`src/rtl/round_pipe.sv`:
```
// Two-stage valid/ready rounding pipeline for the FP multiplier datapath.
// Stage 1 decides the rounding increment; stage 2 forms the result and flags.
module round_pipe #(
    parameter int unsigned SHIFTWIDTH = 48,
    parameter int unsigned WSIG       = 23,
    parameter int unsigned WEXP       = 8,
    parameter int unsigned WEXPSUM    = 10
) (
    input  logic                  clk,
    input  logic                  rst_n,
    input  logic                  in_valid,
    output logic                  in_ready,
    input  logic [SHIFTWIDTH-1:0] shiftprod,
    input  logic [WEXPSUM-1:0]    shiftexp,
    input  logic                  shiftloss,
    input  logic                  sign,
    input  logic                  tiny,
    input  logic [2:0]            roundmode,
    output logic                  out_valid,
    input  logic                  out_ready,
    output logic [WSIG-1:0]       roundprod,
    output logic [WEXP-1:0]       roundexp,
    output logic                  inexact,
    output logic                  overflow,
    output logic                  stilltiny,
    output logic                  denormround,
    input  logic                  flag_clr,
    output logic [2:0]            flags_sticky
);

    localparam int unsigned SW = SHIFTWIDTH;

    logic [WSIG-1:0]    msb;
    logic               lsb, guard, sticky, dsticky, up, rovf;
    logic [WSIG:0]      msb_inc;
    logic               en1, en2;

    logic               s1_valid_q, s1_valid_d;
    logic               s1_up_q, s1_up_d;
    logic               s1_rovf_q, s1_rovf_d;
    logic               s1_inexact_q, s1_inexact_d;
    logic               s1_dcand_q, s1_dcand_d;
    logic [WSIG-1:0]    s1_msb_q, s1_msb_d;
    logic [WSIG-1:0]    s1_inc_q, s1_inc_d;
    logic [WEXPSUM-1:0] s1_exp_q, s1_exp_d;

    logic [WEXPSUM-1:0] tempexp;
    logic [WSIG-1:0]    rp_c;
    logic [WEXP-1:0]    re_c;
    logic               ovf_c;

    logic               s2_valid_q, s2_valid_d;
    logic [WSIG-1:0]    roundprod_q, roundprod_d;
    logic [WEXP-1:0]    roundexp_q, roundexp_d;
    logic               inexact_q, inexact_d;
    logic               overflow_q, overflow_d;
    logic               stilltiny_q, stilltiny_d;
    logic               denormround_q, denormround_d;
    logic [2:0]         flags_q, flags_d;

    // Stage-0 decode: field split and mode-dependent increment decision.
    always_comb begin
        msb     = shiftprod[SW-1 -: WSIG];
        lsb     = shiftprod[SW-WSIG];
        guard   = shiftprod[SW-WSIG-1];
        sticky  = (|shiftprod[SW-WSIG-2:0]) | shiftloss;
        dsticky = (|shiftprod[SW-WSIG-3:0]) | shiftloss;
        msb_inc = {1'b0, msb} + {{WSIG{1'b0}}, 1'b1};
        up      = 1'b0;
        case (roundmode)
            3'b001:  up = 1'b0;
            3'b010:  up = ~sign & (guard | sticky);
            3'b011:  up = sign & (guard | sticky);
            3'b100:  up = guard;
            default: up = guard & (lsb | sticky);
        endcase
        rovf = msb_inc[WSIG] & up;
    end

    always_comb begin
        tempexp = s1_exp_q + {{(WEXPSUM-1){1'b0}}, s1_rovf_q};
        ovf_c   = (&tempexp[WEXP-1:0]) | (|tempexp[WEXPSUM-1:WEXP]);
        re_c    = tempexp[WEXP-1:0];
        rp_c    = s1_up_q ? (s1_rovf_q ? '0 : s1_inc_q) : s1_msb_q;
    end

    assign en2      = ~s2_valid_q | out_ready;
    assign en1      = ~s1_valid_q | en2;
    assign in_ready = en1;

    always_comb begin
        s1_valid_d    = s1_valid_q;
        s1_up_d       = s1_up_q;
        s1_rovf_d     = s1_rovf_q;
        s1_inexact_d  = s1_inexact_q;
        s1_dcand_d    = s1_dcand_q;
        s1_msb_d      = s1_msb_q;
        s1_inc_d      = s1_inc_q;
        s1_exp_d      = s1_exp_q;
        s2_valid_d    = s2_valid_q;
        roundprod_d   = roundprod_q;
        roundexp_d    = roundexp_q;
        inexact_d     = inexact_q;
        overflow_d    = overflow_q;
        stilltiny_d   = stilltiny_q;
        denormround_d = denormround_q;
        flags_d       = flags_q;

        if (en1) begin
            s1_valid_d = in_valid;
            if (in_valid) begin
                s1_up_d      = up;
                s1_rovf_d    = rovf;
                s1_inexact_d = up | guard | sticky;
                s1_dcand_d   = tiny & ~dsticky & guard;
                s1_msb_d     = msb;
                s1_inc_d     = msb_inc[WSIG-1:0];
                s1_exp_d     = shiftexp;
            end
        end

        if (en2) begin
            s2_valid_d = s1_valid_q;
            if (s1_valid_q) begin
                roundprod_d   = rp_c;
                roundexp_d    = re_c;
                inexact_d     = s1_inexact_q;
                overflow_d    = ovf_c;
                stilltiny_d   = (re_c == '0);
                denormround_d = s1_dcand_q & s1_up_q;
            end
        end

        // An event on the clearing handshake survives the clear.
        if (s2_valid_q & out_ready) begin
            flags_d = (flag_clr ? 3'b000 : flags_q) |
                      {overflow_q, stilltiny_q & inexact_q, inexact_q};
        end else if (flag_clr) begin
            flags_d = 3'b000;
        end
    end

    always_ff @(posedge clk or negedge rst_n) begin
        if (!rst_n) begin
            s1_valid_q    <= 1'b0;
            s1_up_q       <= 1'b0;
            s1_rovf_q     <= 1'b0;
            s1_inexact_q  <= 1'b0;
            s1_dcand_q    <= 1'b0;
            s1_msb_q      <= '0;
            s1_inc_q      <= '0;
            s1_exp_q      <= '0;
            s2_valid_q    <= 1'b0;
            roundprod_q   <= '0;
            roundexp_q    <= '0;
            inexact_q     <= 1'b0;
            overflow_q    <= 1'b0;
            stilltiny_q   <= 1'b0;
            denormround_q <= 1'b0;
            flags_q       <= 3'b000;
        end else begin
            s1_valid_q    <= s1_valid_d;
            s1_up_q       <= s1_up_d;
            s1_rovf_q     <= s1_rovf_d;
            s1_inexact_q  <= s1_inexact_d;
            s1_dcand_q    <= s1_dcand_d;
            s1_msb_q      <= s1_msb_d;
            s1_inc_q      <= s1_inc_d;
            s1_exp_q      <= s1_exp_d;
            s2_valid_q    <= s2_valid_d;
            roundprod_q   <= roundprod_d;
            roundexp_q    <= roundexp_d;
            inexact_q     <= inexact_d;
            overflow_q    <= overflow_d;
            stilltiny_q   <= stilltiny_d;
            denormround_q <= denormround_d;
            flags_q       <= flags_d;
        end
    end

    assign out_valid    = s2_valid_q;
    assign roundprod    = roundprod_q;
    assign roundexp     = roundexp_q;
    assign inexact      = inexact_q;
    assign overflow     = overflow_q;
    assign stilltiny    = stilltiny_q;
    assign denormround  = denormround_q;
    assign flags_sticky = flags_q;

endmodule
```
`config.mk`:
```
export PLATFORM = sky130hd
export DESIGN_NAME = round_pipe
export DESIGN_NICKNAME = d
export VERILOG_FILES = /design/src/rtl/round_pipe.sv
export SDC_FILE = /design/constraint.sdc
export NUM_CORES = 1
export LEC_CHECK = 0
export CORE_ASPECT_RATIO = 1.75
export CORE_UTILIZATION = 55
export CTS_BUF_LIST = sky130_fd_sc_hd__clkbuf_4 sky130_fd_sc_hd__clkbuf_8
export CTS_CLUSTER_DIAMETER = 60
export DETAILED_ROUTE_END_ITERATION = 16
export DONT_BUFFER_PORTS = 1
export PLACE_DENSITY = 0.66
export SYNTH_ARGS = -nofsm -noshare
export SYNTH_HDL_FRONTEND = slang
export SYNTH_SLANG_ARGS = --single-unit
export TNS_END_PERCENT = 1
```
`constraint.sdc`:
```
create_clock -name clk -period 2.3 [get_ports clk]
set_clock_uncertainty 0.15 [all_clocks]
set_input_delay 0.23 -clock clk [delete_from_list [all_inputs] [get_ports clk]]
set_output_delay 0.23 -clock clk [all_outputs]
set_load 0.005 [all_outputs]
```
==> results.cfg <==
[timing]
hold_violations = 100
final.min_clock_period_ns = 2.20
slew_viol_final = 0
max_freq_mhz = 455
relSlewSlack_pct = 70.9
setup_viol = 0
post-route-period-util_pct = 95.6
tightest_slew_ns = 0.433
holdWs_ns = -0.596
tns_ns = 0

[floorplan]
start_util_pct = 56.3
std_cell_rows = 44
die_width_microns = 71.5
die_h_microns = 124
ios = 109
die_area_sq_um = 8840
core_area_sq_um = 8260

[finish]
area_growth_syn_to_layout_pct = 16.7
design_area_sq_um = 5420
num-nets-final = 543
layout-drive-gt1-share_pct = 13.5
diodes = 0

[synthesis]
avgSynthCellArea_sq_um = 10.8
synth_top_area_cell = dfrtp_1
synth_ff_type = dfrtp_1
syn_nets = 502
async_flop_share_pct = 100
yosysTopAreaCellShare_pct = 53.8
ys_types = 42
yosys-top-cells-count = dfrtp_1 (100), a21oi_1 (47), nand2_1 (34), nor2_1 (32), mux2_2 (26)
yosysMostFrequentCell = dfrtp_1
synthCells = 430
yosysWarnings = 0
synth_enable_flop_cells = 0
synth_seq_area_share_pct = 53.8
syn_area_sq_um = 4650
ys_seq_elements = 100
synth_top_cells_by_area = dfrtp_1 (54%), mux2_2 (6.3%), a21oi_1 (5.1%)

[route]
wirelength_microns = 9710
drt-pass1-iter-count = 4
vias_per_cell = 5.66
vias = 3210
wl_per_cell_microns = 17.1
remaining_drc_errors = 0
ant_nets = 0
drt_iter0_drc = 129

[placement]
routabilityCongestion = 0.807
port_buffers = 0
place_area_sq_um = 4750
hpwl_microns = 6470

[critical_path]
crit_required_ns = 2.44
endpoint_kind = flop
critPathKind = flop to flop
cp_max_fo = 4
ff2ff_setup_slack_ns = 0.10
start_kind = flop
cp.arrival_ns = 2.34

[global_route]
track_usage_pct = 23.3
grt_overflow = 0
antenna_found_initial = 0
grt_max_degree = 101
first_global_vias = 3385
grt_pass1_wl_microns = 15600

[power_and_ir_drop]
power_density_nw_per_um2 = 787
ir_worst_vdd_mv = 0.586
power_uw = 4270
p_leak_uw = 0.00223

[clocking]
clk_pin_slew_ns = 0.09
cts.sink_count = 100
h-tree-depth = 3
cts_buffer_depth = 2
hold_buffers = 42
cts-root-buf = clkbuf_8
numCtsBuffers = 9
post_cts_buffers = 0
cts_tree = yes
clk_latency_ns = 0.36

[run]
max-cap-violations = 0

[status]
status = finished with violations
violations = hold timing

[worst_hold_path]
hp-class = input pin to async pin
flip-flops by register name (all words and copies together) (netlist names), 3 cells and up:
name,flops
s1_exp_q,10
roundexp,8
roundprod,23
s1_inc_q,23
flags_sticky,3
s1_msb_q,23
routing by layer:
| metal | vias to the layer above | global-route usage [%] | wire length (microns) |
|---|---|---|---|
| met5 | - | 0 | 0 |
| met4 | 0 | 11.8 | 208 |
| met3 | 14 | 3.72 | 406 |
| met2 | 75 | 43.9 | 5350 |
| met1 | 1543 | 24.7 | 3750 |
| li1 | 1578 | - | - |
stage by stage:
stage / hold slack (ns) / utilization [%] / setup WS (ns) / cells
floorplan: -0.216 / - / 0.318 / 430
global route: -0.623 / 65.7 / -0.00928 / 567
global placement: -0.214 / 57.5 / 0.242 / 510
finish: -0.596 / 65.7 / 0.102 / 567
detailed placement: -0.213 / 57.5 / 0.169 / 510
CTS: -0.618 / 65.4 / 0.137 / 567
timing repair:
| item | 4_1_cts | 5_1_grt |
|---|---|---|
| gates resized for setup | 0 | 4 |
| setup endpoints to repair | 0 | 1 |
| hold endpoints to repair | 164 | 100 |
worst paths after layout:
check,start,to,cells past startpoint
worst max-delay path,s1_rovf_q$_DFFE_PN0P_,stilltiny$_DFFE_PN0P_,7
worst min register to register,s1_msb_q[4]$_DFFE_PN0P_,s1_msb_q[4]$_DFFE_PN0P_,2
worst max register to register,s1_rovf_q$_DFFE_PN0P_,stilltiny$_DFFE_PN0P_,7
worst min-delay path,rst_n,s1_valid_q$_DFFE_PN0N_,0
max in group asynchronous,rst_n,s1_msb_q[13]$_DFFE_PN0P_,0
min in group clk,shiftprod[37],s1_inc_q[14]$_DFFE_PN0P_,3
final cells by class:
class / count / area (sq um)
Fill cell: 664 / 2830
Sequential cell: 100 / 2500
Multi-Input combinational cell: 303 / 2040
Timing Repair Buffer: 50 / 505
Clock buffer: 10 / 138
Tap cell: 92 / 115
Clock inverter: 5 / 100
Inverter: 7 / 26.3
report_power, final:
part / leakage [uW] / internal, uW / switching, uW / total (uW)
Clock: 0.000122 / 742 / 572 / 1310
Sequential: 0.00118 / 2060 / 221 / 2280
Combinational: 0.000932 / 350 / 327 / 677
cells in the final DEF (no fill, tap or decap), types with 7 or more instances in the layout:
cell type	synthesis	final
a21oi_1	47	47
clkbuf_8	0	10
dfrtp_1	100	100
dlygate4sd3_1	0	42
inv_1	7	7
mux2_1	13	13
mux2_2	26	26
nand2_1	34	34
nand3_1	14	14
nand4_1	8	8
nor2_1	32	32
nor2b_1	23	23
o21ai_1	23	23
xnor2_1	12	10
xor2_1	17	17
cells by family after synthesis:
group                      Yosys count  synth area share, %
AOI/OAI and AO/OA                   86                 10.0
adders and majority gates            3                0.807
DFF                                100                 53.8
xor gates and xnor gates            29                 5.46
and+or+nand+nor                    146                 17.6
buffers and inverters               27                 2.83
muxes                               39                 9.45
worst max-delay path: stages, from the launching register on:
cell and delay (ns):
dfrtp_1 0.40, ha_2 0.21, ha_2 0.20, and3_1 0.27, nand3_1 0.13, xnor2_1 0.17, or4_1 0.52, o21ai_1 0.09
Note: power is estimated with default switching activity, not from simulation.
